$ cat config.mk
export PLATFORM = sky130hd
export DESIGN_NAME = mem_arbiter_flat
export DESIGN_NICKNAME = d
export VERILOG_FILES = /design/src/rtl/mem_arbiter_if.sv /design/src/rtl/mem_arbiter.sv /design/src/flat_wrapper.sv
export SDC_FILE = /design/constraint.sdc
export NUM_CORES = 1
export LEC_CHECK = 0
export CAP_MARGIN = 25
export CORE_AREA = 2 2 346 348
export CTS_BUF_LIST = sky130_fd_sc_hd__clkbuf_4 sky130_fd_sc_hd__clkbuf_8 sky130_fd_sc_hd__clkbuf_16
export DETAILED_ROUTE_END_ITERATION = 7
export DIE_AREA = 0 0 348 350
export MAX_ROUTING_LAYER = met4
export PLACE_DENSITY = 0.42
export SLEW_MARGIN = 5
export SYNTH_ARGS = -nofsm -noshare
export SYNTH_HDL_FRONTEND = slang
export SYNTH_SLANG_ARGS = --single-unit
$ cat constraint.sdc
create_clock -name clk -period 2.4 [get_ports clk]
set_input_delay 0.48 -clock clk [delete_from_list [all_inputs] [get_ports clk]]
set_output_delay 0.48 -clock clk [all_outputs]
set_load 0.02 [all_outputs]
$ cat src/rtl/mem_arbiter_if.sv
// -----------------------------------------------------------------------------
// mem_arbiter_if -- bundle of every handshake/bus signal of the two-port line
// arbiter (dcache port 0, icache port 1) and its main-memory side.
//
// Parameters
//   ADDR_W  byte address width of all address signals
//   LINE_W  cache line width of all data signals
//
// Signals
//   p0_* / p1_*   client ports: req, w_en, addr, w_data in; ack, r_data, err out
//   mem_*         memory side: req, w_en, addr, w_data out; ack, r_data in
//
// Modports
//   slave   the arbiter's view (clients and memory answer to it)
//   master  the environment's view (clients plus memory model)
// -----------------------------------------------------------------------------
`timescale 1ns/1ps
interface mem_arbiter_if #(
  parameter int ADDR_W = 32,
  parameter int LINE_W = 128
);
  // port 0 (dcache)
  logic              p0_req;
  logic              p0_w_en;
  logic [ADDR_W-1:0] p0_addr;
  logic [LINE_W-1:0] p0_w_data;
  logic              p0_ack;
  logic [LINE_W-1:0] p0_r_data;
  logic              p0_err;
  // port 1 (icache)
  logic              p1_req;
  logic              p1_w_en;
  logic [ADDR_W-1:0] p1_addr;
  logic [LINE_W-1:0] p1_w_data;
  logic              p1_ack;
  logic [LINE_W-1:0] p1_r_data;
  logic              p1_err;
  // main memory
  logic              mem_req;
  logic              mem_w_en;
  logic [ADDR_W-1:0] mem_addr;
  logic [LINE_W-1:0] mem_w_data;
  logic              mem_ack;
  logic [LINE_W-1:0] mem_r_data;

  modport slave (
    input  p0_req, p0_w_en, p0_addr, p0_w_data,
    output p0_ack, p0_r_data, p0_err,
    input  p1_req, p1_w_en, p1_addr, p1_w_data,
    output p1_ack, p1_r_data, p1_err,
    output mem_req, mem_w_en, mem_addr, mem_w_data,
    input  mem_ack, mem_r_data
  );

  modport master (
    output p0_req, p0_w_en, p0_addr, p0_w_data,
    input  p0_ack, p0_r_data, p0_err,
    output p1_req, p1_w_en, p1_addr, p1_w_data,
    input  p1_ack, p1_r_data, p1_err,
    input  mem_req, mem_w_en, mem_addr, mem_w_data,
    output mem_ack, mem_r_data
  );
endinterface

$ cat src/rtl/mem_arbiter.sv
// -----------------------------------------------------------------------------
// mem_arbiter -- two-port round-robin arbiter in front of a single main-memory
// line port. One transaction is in flight at a time: IDLE grants, BUSY holds
// the registered request until memory acknowledges, RESP returns the captured
// line to the granted port for exactly one cycle.
//
// Parameters
//   ADDR_W       byte address width
//   LINE_W       cache line width
//   TIMEOUT_CYC  BUSY cycle limit (1..255), only acted on with the timeout build
//
// Ports
//   clk    single clock, rising edge
//   rst_n  asynchronous active-low reset
//   bus    mem_arbiter_if.slave: p0_*/p1_* client ports and mem_* memory port
//
// Build option
//   MEM_ARB_TIMEOUT_EN  when defined, an 8-bit BUSY watchdog completes a stuck
//                       transaction with err=1 and r_data=0. When undefined the
//                       arbiter waits forever for mem_ack and err is always 0.
// -----------------------------------------------------------------------------
`timescale 1ns/1ps
module mem_arbiter #(
  parameter int ADDR_W      = 32,
  parameter int LINE_W      = 128,
  parameter int TIMEOUT_CYC = 255
) (
  input  logic          clk,
  input  logic          rst_n,
  mem_arbiter_if.slave  bus
);

  typedef enum logic [1:0] {
    IDLE = 2'd0,
    BUSY = 2'd1,
    RESP = 2'd2
  } state_t;

  // The watchdog counter is 8 bits wide, so the limit must fit in it.
  if (TIMEOUT_CYC < 1 || TIMEOUT_CYC > 255) begin : g_timeout_range_check
    $error("mem_arbiter: TIMEOUT_CYC must be in 1..255");
  end

  // ---------------------------------------------------------------------------
  // Client ports gathered into index-able form (index = port number)
  // ---------------------------------------------------------------------------
  logic [1:0]        req_vec;
  logic [1:0]        w_en_vec;
  logic [ADDR_W-1:0] addr_arr   [2];
  logic [LINE_W-1:0] w_data_arr [2];

  assign req_vec       = {bus.p1_req, bus.p0_req};
  assign w_en_vec      = {bus.p1_w_en, bus.p0_w_en};
  assign addr_arr[0]   = bus.p0_addr;
  assign addr_arr[1]   = bus.p1_addr;
  assign w_data_arr[0] = bus.p0_w_data;
  assign w_data_arr[1] = bus.p1_w_data;

  // ---------------------------------------------------------------------------
  // State
  // ---------------------------------------------------------------------------
  state_t            state_reg,      state_next;
  logic              grant_reg,      grant_next;       // port owning the transaction
  logic              last_grant_reg, last_grant_next;  // port served most recently
  logic              mem_req_reg,    mem_req_next;
  logic              mem_w_en_reg,   mem_w_en_next;
  logic [ADDR_W-1:0] mem_addr_reg,   mem_addr_next;
  logic [LINE_W-1:0] mem_w_data_reg, mem_w_data_next;
  logic [LINE_W-1:0] r_data_reg,     r_data_next;      // line returned in RESP
  logic              sel;                              // IDLE grant choice

`ifdef MEM_ARB_TIMEOUT_EN
  localparam logic [7:0] TIMEOUT_LIM = TIMEOUT_CYC[7:0];
  logic [7:0]        cnt_reg,        cnt_next;
  logic              err_reg,        err_next;
`endif

  // ---------------------------------------------------------------------------
  // Registers
  // ---------------------------------------------------------------------------
  always_ff @(posedge clk or negedge rst_n) begin
    if (!rst_n) begin
      state_reg      <= IDLE;
      grant_reg      <= 1'b0;
      // Port 1 counts as served last so that port 0 wins the first tie.
      last_grant_reg <= 1'b1;
      mem_req_reg    <= 1'b0;
      mem_w_en_reg   <= 1'b0;
      mem_addr_reg   <= '0;
      mem_w_data_reg <= '0;
      r_data_reg     <= '0;
`ifdef MEM_ARB_TIMEOUT_EN
      cnt_reg        <= '0;
      err_reg        <= 1'b0;
`endif
    end else begin
      state_reg      <= state_next;
      grant_reg      <= grant_next;
      last_grant_reg <= last_grant_next;
      mem_req_reg    <= mem_req_next;
      mem_w_en_reg   <= mem_w_en_next;
      mem_addr_reg   <= mem_addr_next;
      mem_w_data_reg <= mem_w_data_next;
      r_data_reg     <= r_data_next;
`ifdef MEM_ARB_TIMEOUT_EN
      cnt_reg        <= cnt_next;
      err_reg        <= err_next;
`endif
    end
  end

  // ---------------------------------------------------------------------------
  // Next-state logic
  // ---------------------------------------------------------------------------
  always_comb begin
    state_next      = state_reg;
    grant_next      = grant_reg;
    last_grant_next = last_grant_reg;
    mem_req_next    = mem_req_reg;
    mem_w_en_next   = mem_w_en_reg;
    mem_addr_next   = mem_addr_reg;
    mem_w_data_next = mem_w_data_reg;
    r_data_next     = r_data_reg;
    sel             = 1'b0;
`ifdef MEM_ARB_TIMEOUT_EN
    cnt_next        = cnt_reg;
    err_next        = err_reg;
`endif

    case (state_reg)
      IDLE: begin
        if (req_vec != 2'b00) begin
          // On a tie take the port that was not served last; otherwise the
          // single requester.
          if (req_vec == 2'b11) begin
            sel = ~last_grant_reg;
          end else begin
            sel = req_vec[1];
          end
          grant_next      = sel;
          mem_req_next    = 1'b1;
          mem_w_en_next   = w_en_vec[sel];
          mem_addr_next   = addr_arr[sel];
          mem_w_data_next = w_data_arr[sel];
          state_next      = BUSY;
`ifdef MEM_ARB_TIMEOUT_EN
          cnt_next        = '0;
`endif
        end
      end

      BUSY: begin
        // mem_req is dropped on the same edge that leaves BUSY, so it is low
        // in the cycle after mem_ack.
        if (bus.mem_ack) begin
          r_data_next  = bus.mem_r_data;
          mem_req_next = 1'b0;
          state_next   = RESP;
`ifdef MEM_ARB_TIMEOUT_EN
          err_next     = 1'b0;
        end else if (cnt_reg == TIMEOUT_LIM) begin
          // A real ack in this same cycle was handled above and wins.
          r_data_next  = '0;
          err_next     = 1'b1;
          mem_req_next = 1'b0;
          state_next   = RESP;
        end else begin
          cnt_next     = cnt_reg + 8'd1;
`endif
        end
      end

      RESP: begin
        last_grant_next = grant_reg;
        state_next      = IDLE;
      end

      default: begin
        state_next = IDLE;
      end
    endcase
  end

  // ---------------------------------------------------------------------------
  // Outputs: acks are decoded from the state register so only the granted
  // port can ever see one; r_data/err are forced to 0 outside its ack.
  // ---------------------------------------------------------------------------
  logic [1:0] ack_vec;

  assign ack_vec[0] = (state_reg == RESP) && !grant_reg;
  assign ack_vec[1] = (state_reg == RESP) &&  grant_reg;

  assign bus.p0_ack    = ack_vec[0];
  assign bus.p1_ack    = ack_vec[1];
  assign bus.p0_r_data = ack_vec[0] ? r_data_reg : '0;
  assign bus.p1_r_data = ack_vec[1] ? r_data_reg : '0;

`ifdef MEM_ARB_TIMEOUT_EN
  assign bus.p0_err = ack_vec[0] & err_reg;
  assign bus.p1_err = ack_vec[1] & err_reg;
`else
  assign bus.p0_err = 1'b0;
  assign bus.p1_err = 1'b0;
`endif

  assign bus.mem_req    = mem_req_reg;
  assign bus.mem_w_en   = mem_w_en_reg;
  assign bus.mem_addr   = mem_addr_reg;
  assign bus.mem_w_data = mem_w_data_reg;

endmodule

$ cat src/flat_wrapper.sv
// flat-port wrapper written by rule: the top's interface ports become plain ports
module mem_arbiter_flat 
#(
  parameter int ADDR_W      = 32,
  parameter int LINE_W      = 128,
  parameter int TIMEOUT_CYC = 255
)
  (clk, rst_n, bus_p0_req, bus_p0_w_en, bus_p0_addr, bus_p0_w_data, bus_p0_ack, bus_p0_r_data, bus_p0_err, bus_p1_req, bus_p1_w_en, bus_p1_addr, bus_p1_w_data, bus_p1_ack, bus_p1_r_data, bus_p1_err, bus_mem_req, bus_mem_w_en, bus_mem_addr, bus_mem_w_data, bus_mem_ack, bus_mem_r_data);
  mem_arbiter_if #(.ADDR_W(ADDR_W), .LINE_W(LINE_W)) bus_i ();
  input  logic clk;
  input  logic rst_n;
  input wire logic [$bits(bus_i.p0_req)-1:0] bus_p0_req;
  input wire logic [$bits(bus_i.p0_w_en)-1:0] bus_p0_w_en;
  input wire logic [$bits(bus_i.p0_addr)-1:0] bus_p0_addr;
  input wire logic [$bits(bus_i.p0_w_data)-1:0] bus_p0_w_data;
  output wire logic [$bits(bus_i.p0_ack)-1:0] bus_p0_ack;
  output wire logic [$bits(bus_i.p0_r_data)-1:0] bus_p0_r_data;
  output wire logic [$bits(bus_i.p0_err)-1:0] bus_p0_err;
  input wire logic [$bits(bus_i.p1_req)-1:0] bus_p1_req;
  input wire logic [$bits(bus_i.p1_w_en)-1:0] bus_p1_w_en;
  input wire logic [$bits(bus_i.p1_addr)-1:0] bus_p1_addr;
  input wire logic [$bits(bus_i.p1_w_data)-1:0] bus_p1_w_data;
  output wire logic [$bits(bus_i.p1_ack)-1:0] bus_p1_ack;
  output wire logic [$bits(bus_i.p1_r_data)-1:0] bus_p1_r_data;
  output wire logic [$bits(bus_i.p1_err)-1:0] bus_p1_err;
  output wire logic [$bits(bus_i.mem_req)-1:0] bus_mem_req;
  output wire logic [$bits(bus_i.mem_w_en)-1:0] bus_mem_w_en;
  output wire logic [$bits(bus_i.mem_addr)-1:0] bus_mem_addr;
  output wire logic [$bits(bus_i.mem_w_data)-1:0] bus_mem_w_data;
  input wire logic [$bits(bus_i.mem_ack)-1:0] bus_mem_ack;
  input wire logic [$bits(bus_i.mem_r_data)-1:0] bus_mem_r_data;
  assign bus_i.p0_req = bus_p0_req;
  assign bus_i.p0_w_en = bus_p0_w_en;
  assign bus_i.p0_addr = bus_p0_addr;
  assign bus_i.p0_w_data = bus_p0_w_data;
  assign bus_p0_ack = bus_i.p0_ack;
  assign bus_p0_r_data = bus_i.p0_r_data;
  assign bus_p0_err = bus_i.p0_err;
  assign bus_i.p1_req = bus_p1_req;
  assign bus_i.p1_w_en = bus_p1_w_en;
  assign bus_i.p1_addr = bus_p1_addr;
  assign bus_i.p1_w_data = bus_p1_w_data;
  assign bus_p1_ack = bus_i.p1_ack;
  assign bus_p1_r_data = bus_i.p1_r_data;
  assign bus_p1_err = bus_i.p1_err;
  assign bus_mem_req = bus_i.mem_req;
  assign bus_mem_w_en = bus_i.mem_w_en;
  assign bus_mem_addr = bus_i.mem_addr;
  assign bus_mem_w_data = bus_i.mem_w_data;
  assign bus_i.mem_ack = bus_mem_ack;
  assign bus_i.mem_r_data = bus_mem_r_data;
  mem_arbiter #(.ADDR_W(ADDR_W), .LINE_W(LINE_W), .TIMEOUT_CYC(TIMEOUT_CYC)) u_core (.clk(clk), .rst_n(rst_n), .bus(bus_i));
endmodule
# [Word-level counts from Yosys, hierarchy flattened]
# Index checks and enable logic that the tools add are counted.
[totals] reg_bits=294 in_bits=455 word_cells=46
[classes] magnitude_cmp=2 eq_ne=5 muxes=19 bitwise_logic=2 reduce_logical=10
[op_table] cell="$mux 128" n=5
[op_table] cell="$mux 32" n=3
[op_table] cell="$mux 1" n=7
[op_table] cell="$reduce_and 2->1" n=3
[op_table] cell="$eq 2x2->1 const B" n=2
[op_table] cell="$mux 2" n=2
[op_table] cell="$pmux 2 s2" n=1
[op_table] cell="$reduce_bool 2->1" n=2
[op_table] cell="$reduce_and 3->1" n=1
[op_table] cell="$eq 2x1->1 const B" n=1
[op_table] cell="$ge 2x2->1 const B" n=1
[op_table] cell="$logic_and 1x1->1" n=2
[op_table] cell="$logic_not 2->1" n=1
[op_table] cell="$lt 1x2->1 const B" n=1
[op_table] cell="$ne 2x1->1 const B" n=1
[op_table] cell="$ne 2x2->1 const B" n=1
[op_table] cell="$not 1->2" n=1
[op_table] cell="$pmux 1 s2" n=1
[op_table] cell="$logic_not 1->1" n=1
[op_table] cell="$not 1->1" n=1

# [Logic depth before layout (Yosys ltp)]
# Gate-level depths: netlist of run 1.
[depth] ltp_word=8 depth_mapped=6 depth_no_buf=3

# [Worst setup path after synthesis of run 1]
# No wires, ideal clock.
[synth_path] path_type="register -> output" startpoint="reg u_core.state_reg[0]" endpoint="out bus_p1_r_data[100]" arrival_ns=1.450 required_time_ns=1.920 slack_ns=0.470 stages_incl_launch_ff=6 path_cell_list="dfrtp_1 nand2b_1 nor2_1 clkbuf_1 clkbuf_1 and2_1"
[synth_between] elab_chain_len=3
[synth_lines] item="start, declared" line="mem_arbiter.sv:62" rtl="state_t state_reg, state_next;"
[synth_lines] item="start signal, assigned" line="mem_arbiter.sv:97" rtl="state_reg <= state_next;"
[synth_lines] item="$eq 2x2->1" line="mem_arbiter.sv:191" rtl="assign ack_vec[1] = (state_reg == RESP) && grant_reg;"
[synth_lines] item="$logic_and 1x1->1" line="mem_arbiter.sv:191"
[synth_lines] item="$mux 128" line="mem_arbiter.sv:196" rtl="assign bus.p1_r_data = ack_vec[1] ? r_data_reg : '0;"
[synth_lines] item="end, declared" line="flat_wrapper.sv:24" rtl="output wire logic [$bits(bus_i.p1_r_data)-1:0] bus_p1_r_data;"
# No other way between the ends.

# [Worst setup path after layout of run 1]
[layout_path] startpoint="reg u_core.state_reg[0]" endpoint="out bus_p1_r_data[52]"
# The elaborated chain is that of the path after synthesis.

==> qor.txt, run 1 <==
Crit path cell chain -> nand2b_4, buf_6, nor2_4, buf_12, buf_12, buf_12, buf_12, buf_4, buf_4, and2_4, buf_12
CTS Sinks -> 294
WL met3 -> 6.018 mm
Sequential share of the synthesized area -> 49.39%
Clock power frac -> 19.5%
I/O pin total -> 877
Dominant synthesized flop cell -> dfrtp_1
Initial Utilization -> 12.65%
Setup violators final -> 258
Simple-Gate Fraction of Synth Area -> 11.01%
Clock Path Buffers -> 3
Final period util -> 120.0%
Xor/xnor cell area share of the yosys netlist -> 0%
Largest net degree at the start of global routing -> 74
Worst-Margin Slew -> 756.3 ps
Vias in the first global route -> 14,603
Gate Count Post-Synth -> 1,097
Smallest setup slack after layout -> -481.1 ps
Max_cap viols -> 0
Worst EP arrival -> 2400 ps
Netlist Area Pre-Place -> 0.01490 mm²
Average routed wire per standard cell -> 23.50 µm
Post-layout util -> 25.38%
Mean Syn Cell Area -> 13.58 µm²
Initial antenna violation count -> 34
Int Pwr -> 20,280 µW
Family with the most delay on the worst path -> buffers and inverters
Hold Crit Class -> in -> async
Layout cells sized above 1 -> 55.23%
Synth Area in Adders -> 0%
Top Metal Used -> met4
Post-synthesis cell type count -> 21
Ys async rst share -> 100.0%
Top post-synthesis cells by area -> dfrtp_1 49%, mux2_2 27%, and2_1 11%, mux2_4 8.9%, buf_2 0.97%
Max Transition Viols Final -> 0
Commonest cells in the netlist -> 362 x mux2_2, 293 x dfrtp_1, 256 x and2_1
Metal-1 WL -> 34.68 mm
Initial DRT Pass Iterations -> 4
Clock root buffer -> clkbuf_16
Peak Freq -> 347.1 MHz
CP max FO -> 4
Flop pwr share -> 30.9%
H-tree Lvls -> 2
Die height -> 350 µm
Sw Pwr -> 11,700 µW
Worst Path Required -> 1920 ps
Antenna viol nets, final -> 0
CP max stage cell -> dfrtp_1
Total CTS buffers -> 40
Clock transition at path regs -> 60 ps
CTS tree -> built
Post-route DRC -> 0
Mux cell area share after synthesis -> 36.30%
Largest family of logic cells by synthesized area -> multiplexers
Leak Pwr -> 0.01265 µW
Overall via count from detail_route -> 12,900
Logic pwr share -> 49.6%
Final nets -> 2,557
Switching share of power -> 36.59%
Yosys top cell area share -> 49.21%
Power density over the cells -> 1070 mW/mm²
Latest clock arrival within the worst-skew pair -> 580 ps
Largest stage delay on the critical path -> 390 ps
Startpoint type of the worst setup path -> register
Max-slew headroom -> 49.58%
Min cycle time layout -> 2881 ps
Die area -> 0.1218 mm²
Final hold violation count -> 0
Die X -> 348 µm
Routed wl met2 -> 43.23 mm
First-pass GRT wire length -> 115.8 mm
Cell Rows -> 126
CP most frequent cell -> buf_12
Critical Path Sink Type -> primary output
Status -> complete, but fails checks
Grt total ovfl -> 0
Vias per cell -> 3.502
Skew final -> 18.36 ps
RSZ-0062 raised after global routing -> true
Hpwl dp -> 67.65 mm
Synthesis-stage register bit count -> 294
VDD IR max -> 0.4028 mV
Count of routing violations after the opening detailed-route iteration -> 280
Cell accounting for the most synthesized area -> dfrtp_1
Count leader, synth -> mux2_2
Yosys warning count -> 0
Post-place setup slack -> -159.0 ps
Crit path buf inv count -> 8
GPL Wtd Cong -> 0.8514
# port buffers -> 874
GR Util All Layers -> 14.05%
Core ar. -> 0.1178 mm²
Compound-Gate Fraction of Synth Area -> 0.2352%
Post-Route WL -> 86.58 mm
EDFF count, synth -> 0
Violated checks -> setup timing
Kind of critical path -> reg -> out
Area growth, synth to finish -> 100.6%
[routing by layer]
metal	global-route usage, %	vias to the layer above
li1	-	5797
met5	-	-
met2	23.66	562
met1	15.63	6421
met3	4.279	120
met4	5.177	0
[cells in the final DEF, fill, tap and decap left out, drive strengths merged]
cell type / netlist / routed
bufbuf: 0 / 1
nand2b: 2 / 2
a21o: 1 / 1
clkbuf: 29 / 65
nand3b: 1 / 1
bufinv: 0 / 2
dfrtp: 293 / 293
dlygate4sd3: 0 / 1
o21a: 1 / 1
diode: 0 / 15
inv: 2 / 6
mux2: 450 / 450
conb: 1 / 2
nand2: 2 / 2
o21ai: 2 / 2
and2: 256 / 256
clkdlybuf4s50: 0 / 615
dfstp: 1 / 1
mux2i: 1 / 1
buf: 51 / 420
nor2: 3 / 3
a21bo: 1 / 1
clkinv: 0 / 7
[timing repair]
action                                  in CTS  in global routing
endpoints found under the setup margin     258                258
gates cloned                                16                  4
hold endpoints to repair                    55                  0
resized for setup                         1301                308
setup buffers                               58                 27
hold buffers                                 1                  0
pin swaps                                    3                  7
[final cells by class]
cell class / instances / area [µm²]
inverter: 2 / 7.507
sequential: 294 / 7358
clock inverter: 13 / 133.9
fill: 12295 / 87880
timing repair buffer: 1042 / 11520
clock buffer: 60 / 1219
tap: 1536 / 1922
multi-input combinational: 722 / 7685
antenna: 15 / 37.54
[power groups by stage]
stage	Sequential (µW)	Combinational [µW]	Clock, µW
2_1_floorplan	10500	5740	0
3_3_place_gp	9810	14400	0
3_5_place_dp	9840	14500	0
4_1_cts	9870	15800	6520
5_1_grt	10200	16700	6710
6_report	9890	15800	6230
[logic make-up after synthesis]
logic type	count (synthesis)
other	1
buffers and inverters	82
flip-flops	294
AO/OA/AOI/OAI	5
multiplexers	451
AND/OR/NAND/NOR	264
[path summary, 6_finish.rpt]
check / from / endpoint / slack (ps) / cells after the start
max: u_core.state_reg[0] / bus_p1_r_data[52] / -480 / 11
min: rst_n / u_core.bus.mem_w_data[114] / 480 / 2
max reg2reg: u_core.state_reg[0] / u_core.bus.mem_w_data[12] / 380 / 6
min reg2reg: u_core.bus.mem_w_data[79] / u_core.bus.mem_w_data[79] / 500 / 1
max in group asynchronous: rst_n / u_core.r_data_reg[11] / 1060 / 3
min in group clk: bus_mem_r_data[41] / u_core.r_data_reg[41] / 500 / 2
[metrics by stage]
step / instance area, µm² / TNS, ps / power (µW) / std cells / hold slack (ps)
3_5_place_dp: 26480 / -6356 / 24320 / 3520 / 493.9
5_1_grt: 29880 / -110950 / 33660 / 3682 / 457.2
3_3_place_gp: 26480 / -4800 / 24170 / 3520 / 491.4
2_1_floorplan: 14900 / 0 / 16190 / 1098 / 184.4
4_1_cts: 29320 / -110260 / 32150 / 3667 / 430.1
6_report: 29890 / -81600 / 31970 / 3684 / 477.9
(Power assumes the default switching activity.)
==> run 2, diff against run 1 <==
CORE_AREA = 4 4 338 340   (was 2 2 346 348)
CTS_CLUSTER_DIAMETER = 150   (was default)
DIE_AREA = 0 0 342 344   (was 0 0 348 350)
GPL_ROUTABILITY_DRIVEN = 0   (was default)
PLACE_DENSITY = 0.43   (was 0.42)
==> qor.txt, run 2 (same netlist as run 1, synthesis figures left out) <==
Status -> complete, but fails checks
Violated checks -> setup timing
Overall via count from detail_route -> 12,708 (-1.5%)
Startpoint type of the worst setup path -> register
Hold slack -> 462.3 ps (-15.59 ps)
CTS Sinks -> 294 (unchanged)
Core ar. -> 0.1116 mm² (-5.3%)
Area growth, synth to finish -> 93.79%
GR Util All Layers -> 14.01% (-0.038 points)
Final-layout fill cell count -> 11,684 (-5.0%)
Latest clock arrival within the worst-skew pair -> 570 ps (about the same)
Count of routing violations after the opening detailed-route iteration -> 422 (+51%)
Max_cap viols -> 0 (unchanged)
Initial DRT Pass Iterations -> 4 (unchanged)
Max Transition Viols Final -> 0 (unchanged)
Most frequent cells in the layout -> 615 x clkdlybuf4s50_1, 362 x mux2_2, 293 x dfrtp_1, 146 x and2_4, 144 x buf_6
I/O pin total -> 877 (unchanged)
Initial Utilization -> 13.35% (+0.70 points)
Max-slew headroom -> 60.62% (+11 points)
Grt total ovfl -> 0 (unchanged)
Die X -> 342 µm (-1.7%)
Die height -> 344 µm (-1.7%)
CTS tree -> built
Clock Path Buffers -> 3 (unchanged)
Setup violators final -> 194 (-25%)
Total CTS buffers -> 40 (unchanged)
Average routed wire per standard cell -> 23.86 µm (+1.5%)
Clock power frac -> 19.4% (about the same)
Vias in the first global route -> 13,862 (-5.1%)
Int Pwr -> 19,660 µW (-3.0%)
Flop pwr share -> 31.5% (+0.6 points)
Initial antenna violation count -> 36 (+5.9%)
Skew final -> 14.49 ps (-3.877 ps)
Hold Crit Class -> in -> async
Post-place setup slack -> -116.1 ps (+42.90 ps)
Setup TNS Final -> -19,020 ps (+62,580 ps)
Worst r2r src -> u_core.state_reg[0]
Sw Pwr -> 11,210 µW (-4.2%)
Switching share of power -> 36.31% (-0.28 points)
Kind of critical path -> reg -> out
Leak Pwr -> 0.01225 µW (-3.2%)
Reg2reg path depth -> 7 (+1)
Post-Route WL -> 86.44 mm (-0.16%)
Worst reg2reg setup slack -> 380 ps (about the same)
Final hold violation count -> 0 (unchanged)
Post-route DRC -> 0 (unchanged)
Die area -> 0.1176 mm² (-3.4%)
Cell Rows -> 123 (-2.4%)
Worst-Margin Slew -> 590.6 ps (-165.7 ps)
Power density over the cells -> 1069 mW/mm² (about the same)
Worst EP arrival -> 2130 ps (-270 ps)
VDD IR max -> 0.4143 mV (+2.9%)
Reg2reg end -> u_core.bus.mem_w_data[21]
Final period util -> 108.8% (-11 points)
Smallest setup slack after layout -> -211.7 ps (+269.4 ps)
RSZ-0062 raised after global routing -> true
# port buffers -> 874 (unchanged)
H-tree Lvls -> 2 (unchanged)
Largest net degree at the start of global routing -> 55 (-26%)
Clock root buffer -> clkbuf_16
Area of the multi-input gates -> 0.007495 mm² (-2.5%)
Logic pwr share -> 49.1% (-0.5 points)
Post-layout util -> 25.88% (+0.50 points)
Layout cells sized above 1 -> 50.97% (-4.3 points)
Critical Path Sink Type -> primary output
Min cycle time layout -> 2612 ps (-269.4 ps)
Worst Path Required -> 1920 ps (about the same)
Vias per cell -> 3.509 (+0.20%)
Antenna viol nets, final -> 0 (unchanged)
Most common cell after layout, fill and taps aside -> clkdlybuf4s50_1
Clock transition at path regs -> 50 ps (about the same)
First-pass GRT wire length -> 112.7 mm (-2.7%)
Peak Freq -> 382.9 MHz (+10%)
Hpwl dp -> 69.69 mm (+3.0%)
Final nets -> 2,533 (-0.94%)
Register area -> 0.007358 mm² (unchanged)
CP max FO -> 8 (+4)
[run 2: cell types whose count changed in the layout (fill, tap and decap cells not counted), sizes merged]
cell and change:
clkbuf +36, bufbuf -1, clkinv -2, dlymetal6s2s +1
inv -2, buf -67, diode +4, clkdlybuf4s15 +5
[run 2: how the worst max path moves through the flow]
stage / startpoint / end / slack (ps) / cells after the start
2_1_floorplan: u_core.state_reg[0] / bus_p1_r_data[100] / 470 / 5
3_3_place_gp: u_core.state_reg[0] / bus_p0_r_data[51] / -70 / 6
3_5_place_dp: u_core.state_reg[0] / bus_p0_r_data[30] / -120 / 6
4_1_cts: u_core.state_reg[0] / bus_p1_r_data[69] / -540 / 6
5_1_grt: u_core.state_reg[0] / bus_p1_r_data[119] / -350 / 9
6_report: u_core.state_reg[0] / bus_p1_r_data[119] / -210 / 9
[run 2: power groups by stage]
stage               registers [µW]  logic [µW]  clock network [µW]
floorplan                    10500        5740                   0
global placement              9710       14400                   0
detailed placement            9750       14500                   0
CTS                           9700       14800                6280
global route                 10100       16000                6440
finish                        9730       15200                5990
[run 2: layout make-up]
class / count / share of cell area [%]
multi-input cells: 722 / 25.96
inverters: 2 / 0.02600
flip-flops and latches: 294 / 25.49
diodes: 19 / 0.1647
repair buffers: 1018 / 37.40
clock buffers: 58 / 4.104
clock inverters: 9 / 0.3554
well taps: 1500 / 6.501
[run 2: stage by stage]
stage          instances  instance area [µm²]  total power (µW)
2_1_floorplan       1098                14900             16190
3_5_place_dp        3489                26510             24260
4_1_cts             3569                28040             30750
3_3_place_gp        3489                26510             24130
6_report            3622                28870             30870
5_1_grt             3618                28860             32540
[run 2: repair_timing]
| item | in CTS | in global routing |
|---|---|---|
| setup buffers | 6 | 27 |
| resized for setup | 476 | 645 |
| cloned | 6 | 9 |
| hold buffers | 1 | 0 |
| endpoints found under the setup margin | 256 | 258 |
| pin swaps | 1 | 8 |
| hold endpoints to repair | 36 | 0 |
[run 2: worst max-delay path: stages, from the launching register on]
cell and delay [ps]:
dfrtp_1 380, nand2b_4 170, nor2_4 160, buf_6 120
buf_6 110, buf_16 160, buf_4 120, buf_6 80
and2_4 130, buf_6 110
[run 2: layer usage]
layer | GRT usage (%) | routed length, µm
met5 | - | 0
met4 | 4.680 | 2603
met3 | 5.023 | 7538
met2 | 22.81 | 41770
met1 | 16.05 | 34530
